[config.mk]
export PLATFORM = sky130hd
export DESIGN_NAME = vga_timing_gen
export DESIGN_NICKNAME = d
export VERILOG_FILES = /design/src/rtl/vga_timing_gen.sv
export SDC_FILE = /design/constraint.sdc
export NUM_CORES = 1
export LEC_CHECK = 0
export CAP_MARGIN = 20
export CELL_PAD_IN_SITES_DETAIL_PLACEMENT = 0
export CELL_PAD_IN_SITES_GLOBAL_PLACEMENT = 1
export CORE_MARGIN = 8
export CORE_UTILIZATION = 25
export DETAILED_ROUTE_END_ITERATION = 10
export GPL_TIMING_DRIVEN = 1
export PLACE_DENSITY = 0.73
export SYNTH_ARGS = -nofsm -noshare
export SYNTH_HDL_FRONTEND = slang
export SYNTH_SLANG_ARGS = --single-unit
[constraint.sdc]
create_clock -name clk -period 1.73 [get_ports clk]
set_input_delay 0.346 -clock clk [delete_from_list [all_inputs] [get_ports clk]]
set_output_delay 0.346 -clock clk [all_outputs]
set_load 0.01 [all_outputs]
[src/rtl/vga_timing_gen.sv]
// 640x480@60 VGA scan-out engine: pixel-rate enable, raster counters, sync
// generation and blanked RGB, all clocked on the single system clock.
module vga_timing_gen #(
    parameter int CLK_DIV  = 4,
    parameter int H_ACTIVE = 640,
    parameter int H_FP     = 16,
    parameter int H_SYNC   = 96,
    parameter int H_BP     = 48,
    parameter int V_ACTIVE = 480,
    parameter int V_FP     = 10,
    parameter int V_SYNC   = 2,
    parameter int V_BP     = 33,
    parameter int RGB_W    = 12
) (
    input  logic             clk,
    input  logic             rst,
    input  logic [RGB_W-1:0] rgb_in,
    output logic [9:0]       pix_x,
    output logic [9:0]       pix_y,
    output logic             pix_req,
    output logic             pix_tick,
    output logic             hsync,
    output logic             vsync,
    output logic [RGB_W-1:0] rgb,
    output logic             frame_start
);

    localparam int H_TOTAL = H_ACTIVE + H_FP + H_SYNC + H_BP;
    localparam int V_TOTAL = V_ACTIVE + V_FP + V_SYNC + V_BP;
    localparam int DCNT_W  = $clog2(CLK_DIV);

    localparam logic [DCNT_W-1:0] DCNT_LAST     = DCNT_W'(CLK_DIV - 1);
    localparam logic [DCNT_W-1:0] DCNT_PRE_LAST = DCNT_W'(CLK_DIV - 2);

    localparam logic [9:0] H_ACT      = 10'(H_ACTIVE);
    localparam logic [9:0] H_LAST     = 10'(H_TOTAL - 1);
    localparam logic [9:0] HS_START   = 10'(H_ACTIVE + H_FP);
    localparam logic [9:0] HS_END     = 10'(H_ACTIVE + H_FP + H_SYNC);
    localparam logic [9:0] V_ACT      = 10'(V_ACTIVE);
    localparam logic [9:0] V_LAST     = 10'(V_TOTAL - 1);
    localparam logic [9:0] VS_START   = 10'(V_ACTIVE + V_FP);
    localparam logic [9:0] VS_END     = 10'(V_ACTIVE + V_FP + V_SYNC);

    logic [DCNT_W-1:0] dcnt;
    logic [9:0]        hcnt;
    logic [9:0]        vcnt;
    logic              h_last;
    logic              v_last;
    logic              in_active;
    logic              in_hsync;
    logic              in_vsync;
    logic              at_origin;

    assign h_last    = (hcnt == H_LAST);
    assign v_last    = (vcnt == V_LAST);
    assign in_active = (hcnt < H_ACT) && (vcnt < V_ACT);
    assign in_hsync  = (hcnt >= HS_START) && (hcnt < HS_END);
    assign in_vsync  = (vcnt >= VS_START) && (vcnt < VS_END);
    assign at_origin = (hcnt == 10'd0) && (vcnt == 10'd0);

    // pix_tick is registered one count early so it is high exactly while
    // dcnt sits at its last value, giving a jitter-free CLK_DIV period.
    always_ff @(posedge clk) begin
        if (rst) begin
            dcnt     <= '0;
            pix_tick <= 1'b0;
        end else begin
            // NOTE: non-blocking assignments so every register samples the pre-edge values.
            dcnt     <= (dcnt == DCNT_LAST) ? '0 : dcnt + DCNT_W'(1);
            pix_tick <= (dcnt == DCNT_PRE_LAST);
        end
    end

    always_ff @(posedge clk) begin
        if (rst) begin
            hcnt <= '0;
            vcnt <= '0;
        end else if (pix_tick) begin
            if (h_last) begin
                hcnt <= '0;
                vcnt <= v_last ? 10'd0 : vcnt + 10'd1;
            end else begin
                hcnt <= hcnt + 10'd1;
            end
        end
    end

    // Connector outputs are computed from the pre-advance coordinate, so they
    // trail pix_x/pix_y by exactly one pixel period.
    always_ff @(posedge clk) begin
        if (rst) begin
            hsync       <= 1'b1;
            vsync       <= 1'b1;
            rgb         <= '0;
            frame_start <= 1'b0;
        end else begin
            frame_start <= pix_tick && at_origin;
            if (pix_tick) begin
                rgb   <= in_active ? rgb_in : '0;
                hsync <= !in_hsync;
                vsync <= !in_vsync;
            end
        end
    end

    assign pix_x   = hcnt;
    assign pix_y   = vcnt;
    assign pix_req = in_active;

endmodule

==> After elaboration in Yosys (flattened, before gate mapping) <==
Cells that the tools add are included.
{ "op_classes": {"bitwise": 0, "add_sub_neg": 3, "eq_ne": 4, "muxes": 3, "div": 0, "multipliers": 0, "n_shift": 0, "reduce_logical": 11, "order_cmp": 6} }
{ "ops": {"columns": ["op", "count"], "rows": [
  ["$add A10 B1 Y10 const B", 2],
  ["$eq A10 B10 Y1 const B", 2],
  ["$logic_not A10 Y1", 2],
  ["$lt A10 B10 Y1 const B", 2],
  ["$lt A10 B9 Y1 const B", 2],
  ["$mux W10", 2],
  ["$mux W12", 1],
  ["$ge A10 B10 Y1 const B", 1],
  ["$ge A10 B9 Y1 const B", 1],
  ["$logic_and A1 B1 Y1", 5],
  ["$eq A2 B2 Y1 const B", 2],
  ["$add A2 B1 Y2 const B", 1],
  ["$logic_not A1 Y1", 2],
  ["$reduce_and A2 Y1", 1],
  ["$reduce_or A2 Y1", 1]
]} }
{ "totals": {"mem_count": 0, "ff_bits": 38, "latchBits": 0, "mem_bits_rw": 0, "rom_bits": 0, "out_inout_bits": 37} }

==> Logic depth before layout (Yosys ltp) <==
Gate-level depths: netlist of run 1.
{ "depth": {"depth_word": 3, "ltp_mapped": 7, "ltp_nobuf": 6} }

==> Least setup slack after synthesis of run 1 <==
Ideal clock, no wire load.
{ "synth_path": {"path_kind": "register to register", "startpoint": "register hcnt[0], in the netlist pix_x[0]", "endpoint": "register vcnt[6], in the netlist pix_y[6]", "arrival_time_ns": 1.642, "path_buffers": 1, "slack_ns": 0.017, "stages_incl_launch_ff": 7, "required_ns": 1.659, "cell_sequence": "dfxtp_1 > ha_1 > and4_1 > buf_6 > nand3_4 > or4_1 > a21oi_1"} }
{ "synth_between": {"elab_chain_cells": 2} }
{ "synth_lines": {"columns": ["element", "line_no", "source"], "rows": [
  ["start, declared", "45", "logic [9:0] hcnt;"],
  ["start signal, assigned", "83", "hcnt <= hcnt + 10'd1;"],
  ["$eq A10 B10 Y1", "54", "assign h_last = (hcnt == H_LAST);"],
  ["$reduce_and A2 Y1 (no line)", null, null],
  ["end signal, assigned", "81", "vcnt <= v_last ? 10'd0 : vcnt + 10'd1;"],
  ["end, declared", "46", "logic [9:0] vcnt;"]
]} }
Every way passes these cells.
A chain may end at the register's enable or synchronous reset.

==> Worst setup path after layout of run 1 <==
{ "layout_path": {"startpoint": "register hcnt[7], in the netlist pix_x[7]", "endpoint": "output port pix_x[7]"} }
{ "layout_rtl": {"columns": ["element", "line_no", "source"], "rows": [
  ["end, declared", "18", "output logic [9:0] pix_x,"]
]} }
No word-level cell between the ends.

==> flow_summary_export.csv, run 1 <==
group,metric,value,unit
timing,drv_slew,0,
power,p_leak,1.04,nW
power,power_density,674,nW/um2
critical_path,arrival,1310,ps
route,drtAntennaViolNets,0,
clock_network,clock-root-buffer,"clkbuf_8",
synthesis,synth_top_area_share,0.443,
placed_design,pre_cts_ws,113,ps
floorplanning,die_area,9770,um2
synthesis,synth_seq_cells,38,
run_status,status,"finished, final reports clean",
critical_path,cpMaxStageDelayCell,"clkdlybuf4s50_1",
clock_network,clk_pin_slew,80,ps
route,wl,4.87,mm
route,vias_per_cell,4.64,
synthesis,netlist-cell-type-count,37,
synthesis,ys.flop_type,"dfxtp_1",
layout,diodes,0,
critical_path,cp.buffers_inverters,2,
critical_path,worst_ep_required_time,1380,ps
synthesis,syn_nets,212,
synthesis,async_flop_share,0,
floorplanning,start_util,0.255,
layout,area_growth,51.2,%
synthesis,synth_top_family_by_area,"simple AND/OR/NAND/NOR gates",
clock_network,cts_buffer_depth,2,
global_routing,grt_pass1_vias,1705,
critical_path,start_kind,"flop",
critical_path,crit_fanout,5,
synthesis,synth_xor_area_frac,0.0562,
placed_design,hpwl,3.74,mm
synthesis,synthAdderAreaFrac,0.0438,
synthesis,syn_inst,192,
route,post_drt_wl_per_cell,14.0,um
timing,max_slew_margin,0.802,
synthesis,synth_area_leaders,"dfxtp_1 44%, nor2_1 6.1%, nor2b_1 5.5%",
floorplanning,die_h,98.8,um
global_routing,grt_antenna_before_repair,0,
synthesis,yosys_warnings,0,
critical_path,crit_family,"buffers and inverters",
timing,fin_crit_sh,0.958,
synthesis,synth-compound-area-share,0.0970,
clock_network,ctsHtreeMaxLevel,2,
timing,hold_violations,0,
global_routing,grt_pass1_wl,8.36,mm
run,drv_cap,0,
timing,max_clock_freq,0.603,GHz
clock_network,postCtsSetupRepairBufs,0,
route,vias,1620,
critical_path,crit_chain,"buf_4, clkdlybuf4s50_1",
timing,final.setup.tns,0,ps
synthesis,synthSimpleGateAreaFrac,0.308,
floorplanning,pin_count,51,
synthesis,seq_area_frac_synth,0.443,
timing,layout_setup_ws,72.0,ps
layout,layout_commonest_cell,"clkdlybuf4s50_1",
timing,skew,7.84,ps
route,dr.pass1.iters,4,
layout,nFillCells,696,
synthesis,synth-edff-count,0,
global_routing,grt-ovfl-total,0,
clock_network,clock-sinks,38,
critical_path,slowest_delay,530,ps
floorplanning,dieWidth,98.8,um
layout,layout.cells.most_common_list,"46 x clkdlybuf4s50_1, 33 x dfxtp_1, 28 x nor2_1",
power,ir_drop,0.442,mV
clock_network,clk_latency,290,ps
synthesis,syn_avg_cell_area,8.93,um2
placed_design,gp_congestion,0.768,
floorplanning,core_area,6720,um2
synthesis,synth_area_leader_cell,"dfxtp_1",
clock_network,cts_tree,"yes",
synthesis,synthMuxAreaShare,0.0175,
timing,finalSetupViolations,0,
critical_path,critPathKind,"reg -> out",
placed_design,portBuffers,50,
route,drtIter0Drc,126,
layout,nNetsFinal,288,
min_path,hold_path.class,"reg -> reg",
global_routing,grt_max_degree,18,
critical_path,end_kind,"primary output",
global_routing,track_usage,0.105,
synthesis,syn_area,1720,um2
timing,rsz0062_at_grt,"no",
timing,fin_crit,1660,ps
route,drc,0,
clock_network,numCtsBuffers,5,
floorplanning,fp-row-count,30,
timing,worstMarginPinSlew,294,ps
layout,drive_gt1_frac,0.164,
-- sequential cells by signal (all words and copies together) (netlist names) --
name,count
dcnt,2
frame_start,1
hsync,1
pix_tick,1
pix_x,10
pix_y,10
rgb,12
vsync,1
-- timing repair --
item	in CTS	in global routing
gates resized for setup	6	5
hold buffers	0	0
setup endpoints to repair	6	6
-- worst paths after layout --
check        slack, ps  cells after the start  endpoint     start
max reg2reg        140                      5  pix_y[6]  pix_x[0]
min reg2reg        480                      1   dcnt[0]   dcnt[0]
max                 70                      2  pix_x[7]  pix_x[7]
min                480                      1   dcnt[0]   dcnt[0]
-- through the flow --
| step | util | total power, mW | area (um2) | hold slack [ps] | instances |
|---|---|---|---|---|---|
| after global placement | 0.369 | 1.13 | 2480 | 443 | 341 |
| after floorplan | - | 1.02 | 1720 | 429 | 192 |
| after CTS | 0.384 | 1.78 | 2580 | 489 | 349 |
| after global routing | 0.386 | 1.84 | 2590 | 501 | 349 |
| after detailed placement | 0.369 | 1.13 | 2480 | 454 | 341 |
| final | 0.386 | 1.75 | 2590 | 477 | 349 |
-- Yosys cell counts, drive strengths merged (5+ instances only) --
cell   number
a21oi      15
and3        5
and4        5
dfxtp      38
ha          6
inv         6
nand2       7
nand3       9
nand4       5
nor2       29
nor2b      15
nor3        5
xor2        7
-- cell type report --
| cell class | instances | area [um2] | area share |
|---|---|---|---|
| multi-input combinational | 141 | 911 | 0.351 |
| timing repair buffer | 76 | 698 | 0.269 |
| clock buffer | 6 | 82.6 | 0.0318 |
| clock inverter | 2 | 12.5 | 0.00482 |
| tap | 80 | 100 | 0.0386 |
| sequential | 38 | 767 | 0.296 |
| inverter | 6 | 22.5 | 0.00868 |
-- cell families after synthesis --
kind of cell / Yosys count
AO/OA/AOI/OAI: 28
XOR/XNOR: 11
adder cells (fa/ha/maj): 6
buffers and inverters: 13
flip-flops: 38
multiplexers: 3
AND/OR/NAND/NOR: 93
-- power breakdown --
part	total [mW]	internal (mW)	leakage (nW)	switching (mW)
logic	0.190	0.107	0.682	0.0830
clock network	0.638	0.320	0.0472	0.318
registers	0.921	0.901	0.310	0.0194
total	1.75	1.33	1.04	0.420
-- layer usage --
| metal | share of wire | track usage |
|---|---|---|
| met1 | 0.44 | 0.123 |
| met2 | 0.48 | 0.173 |
| met3 | 0.075 | 0.0395 |
| met4 | 0.0055 | 0.0283 |
| met5 | 0 | 0 |
No activity file was read; power rests on OpenSTA's default activity.
==> run 2: changes to the inputs <==
- CORE_UTILIZATION: 25 -> 23
- HOLD_SLACK_MARGIN: not set -> 0.08
- PLACE_DENSITY: 0.73 -> 0.69
==> run 2 against run 1 <==
Net effect: clock power grew 42%; final area grew 2.4%; worst setup slack lost 7.4 ps; routed wire length shrank 0.18%; global-route usage shrank 0.82 points; critical path depth is the same; sequential power is essentially flat; worst hold slack lost 17 ps; via count shrank 0.49%; clock skew is essentially flat; die area grew 7.3%; fmax shrank 0.45%.
==> flow_summary_export.csv, run 2 (synthesis results as in run 1) <==
group,metric,value,unit
route,post_drt_wl_per_cell,13.3,um
critical_path,reg2reg_depth,5,
clock_network,ctsHtreeMaxLevel,2,
route,vias,1612,
floorplanning,die_area,10500,um2
route,dr.pass1.iters,4,
timing,layout_setup_ws,64.5,ps
layout,diodes,0,
critical_path,timing.rr.end,"pix_y[6]",
global_routing,grt-ovfl-total,0,
global_routing,grt_pass1_vias,1619,
timing,whs,460,ps
critical_path,critPathKind,"reg -> out",
critical_path,crit_family,"buffers and inverters",
critical_path,cp.buffers_inverters,2,
placed_design,gp_congestion,0.780,
global_routing,gr-usage-met3,0.0218,
placed_design,placed_cells,358,
timing,hold_violations,0,
timing,fin_crit_sh,0.963,
power,power_density,759,nW/um2
clock_network,clock-sinks,38,
layout,area_growth,54.9,%
critical_path,rrSetupSlack,140,ps
power,p_leak,1.03,nW
timing,final.setup.tns,0,ps
critical_path,start_kind,"flop",
layout,nNetsFinal,286,
critical_path,arrival,1320,ps
floorplanning,start_util,0.237,
global_routing,grt_pass1_wl,8.10,mm
route,drtAntennaViolNets,0,
global_routing,grt_max_degree,24,
global_routing,use_met1,0.121,
route,drtIter0Drc,95,
clock_network,clock-root-buffer,"clkbuf_8",
floorplanning,fp-row-count,31,
timing,fin_crit,1670,ps
floorplanning,dieWidth,102,um
global_routing,busiest_layer,"met2",
critical_path,worst_ep_required_time,1380,ps
placed_design,pre_cts_ws,66.3,ps
timing,finalSetupViolations,0,
floorplanning,core_area,7250,um2
layout,drive_gt1_frac,0.161,
critical_path,crit_chain,"buf_4, clkdlybuf4s50_1",
timing,drv_slew,0,
layout,final_area,2660,um2
global_routing,met2_usage,0.159,
layout,layout_commonest_cell,"clkdlybuf4s50_1",
route,drc,0,
run_status,status,"finished, final reports clean",
timing,rsz0062_at_grt,"no",
critical_path,path_depth,2,
layout,layout.cells.most_common_list,"47 x clkdlybuf4s50_1, 32 x dfxtp_1, 28 x nor2_1",
placed_design,placed_cell_area,2500,um2
critical_path,end_kind,"primary output",
clock_network,cts_buffer_depth,2,
power,power.total,2.02,mW
clock_network,cts_tree,"yes",
timing,max_clock_freq,0.600,GHz
route,wl,4.86,mm
critical_path,cpMaxStageDelayCell,"clkdlybuf4s50_1",
layout,largest_register,"rgb",
global_routing,grt_antenna_before_repair,0,
clock_network,clk_pin_slew,80,ps
placed_design,portBuffers,50,
clock_network,numCtsBuffers,5,
min_path,hold_path.class,"reg -> reg",
layout,largest_register_ff_count,12,
route,vias_per_cell,4.40,
clock_network,clk_latency,290,ps
critical_path,crit_fanout,5,
layout,finalNonFillerCells,366,
layout,post-route-util,0.366,
run,drv_cap,0,
critical_path,crit_start,"pix_x[7]",
floorplanning,pin_count,51,
critical_path,worstReg2RegStart,"pix_x[0]",
critical_path,slowest_delay,540,ps
floorplanning,die_h,102,um
layout,nFillCells,747,
power,ir_drop,0.350,mV
timing,worstMarginPinSlew,311,ps
timing,max_slew_margin,0.792,
timing,skew,8.15,ps
critical_path,worstSetupEndpoint,"pix_x[7]",
placed_design,hpwl,3.69,mm
global_routing,track_usage,0.0964,
clock_network,postCtsSetupRepairBufs,0,
-- run 2: worst reg2reg max path, delay by kind of cell (launching register included) --
family / cells / cell delay, ps
simple gates: 3 / 890
fa+ha+maj: 1 / 160
flops: 1 / 340
compound gates: 1 / 140
-- run 2: final cells by class --
cell class	instances	area [um2]	share of cell area
clock buffers	5	68.8	0.0259
clock inverters	3	68.8	0.0259
inverters	6	22.5	0.00848
multi-input cells	141	911	0.343
flip-flops and latches	38	768	0.289
well taps	99	124	0.0466
repair buffers	74	693	0.261
-- run 2: how the worst min path moves through the flow --
| stage | depth (start not counted) | slack [ps] | to | startpoint |
|---|---|---|---|---|
| CTS | 1 | 470 | dcnt[0] | dcnt[0] |
| detailed placement | 1 | 450 | dcnt[0] | dcnt[0] |
| global route | 1 | 500 | dcnt[0] | dcnt[0] |
| global placement | 1 | 440 | dcnt[0] | dcnt[0] |
| finish | 1 | 460 | dcnt[0] | dcnt[0] |
| floorplan | 1 | 430 | dcnt[0] | dcnt[0] |
-- run 2: power breakdown --
| part | internal (mW) | switching (mW) | total [mW] |
|---|---|---|---|
| clock | 0.578 | 0.325 | 0.903 |
| sequential | 0.901 | 0.0218 | 0.923 |
| combinational | 0.109 | 0.0809 | 0.190 |
| total | 1.59 | 0.428 | 2.02 |
-- run 2: what timing repair did --
item / CTS / global route
gates resized for setup: 6 / 5
endpoints found under the setup margin: 6 / 11
hold buffers: 0 / 0
-- run 2: metal layers --
layer | share of wire | vias up | wire, um
met4 | 0.0093 | 0 | 45
met1 | 0.47 | 757 | 2290
li1 | - | 823 | -
met5 | 0 | - | 0
met2 | 0.48 | 28 | 2330
met3 | 0.040 | 4 | 195
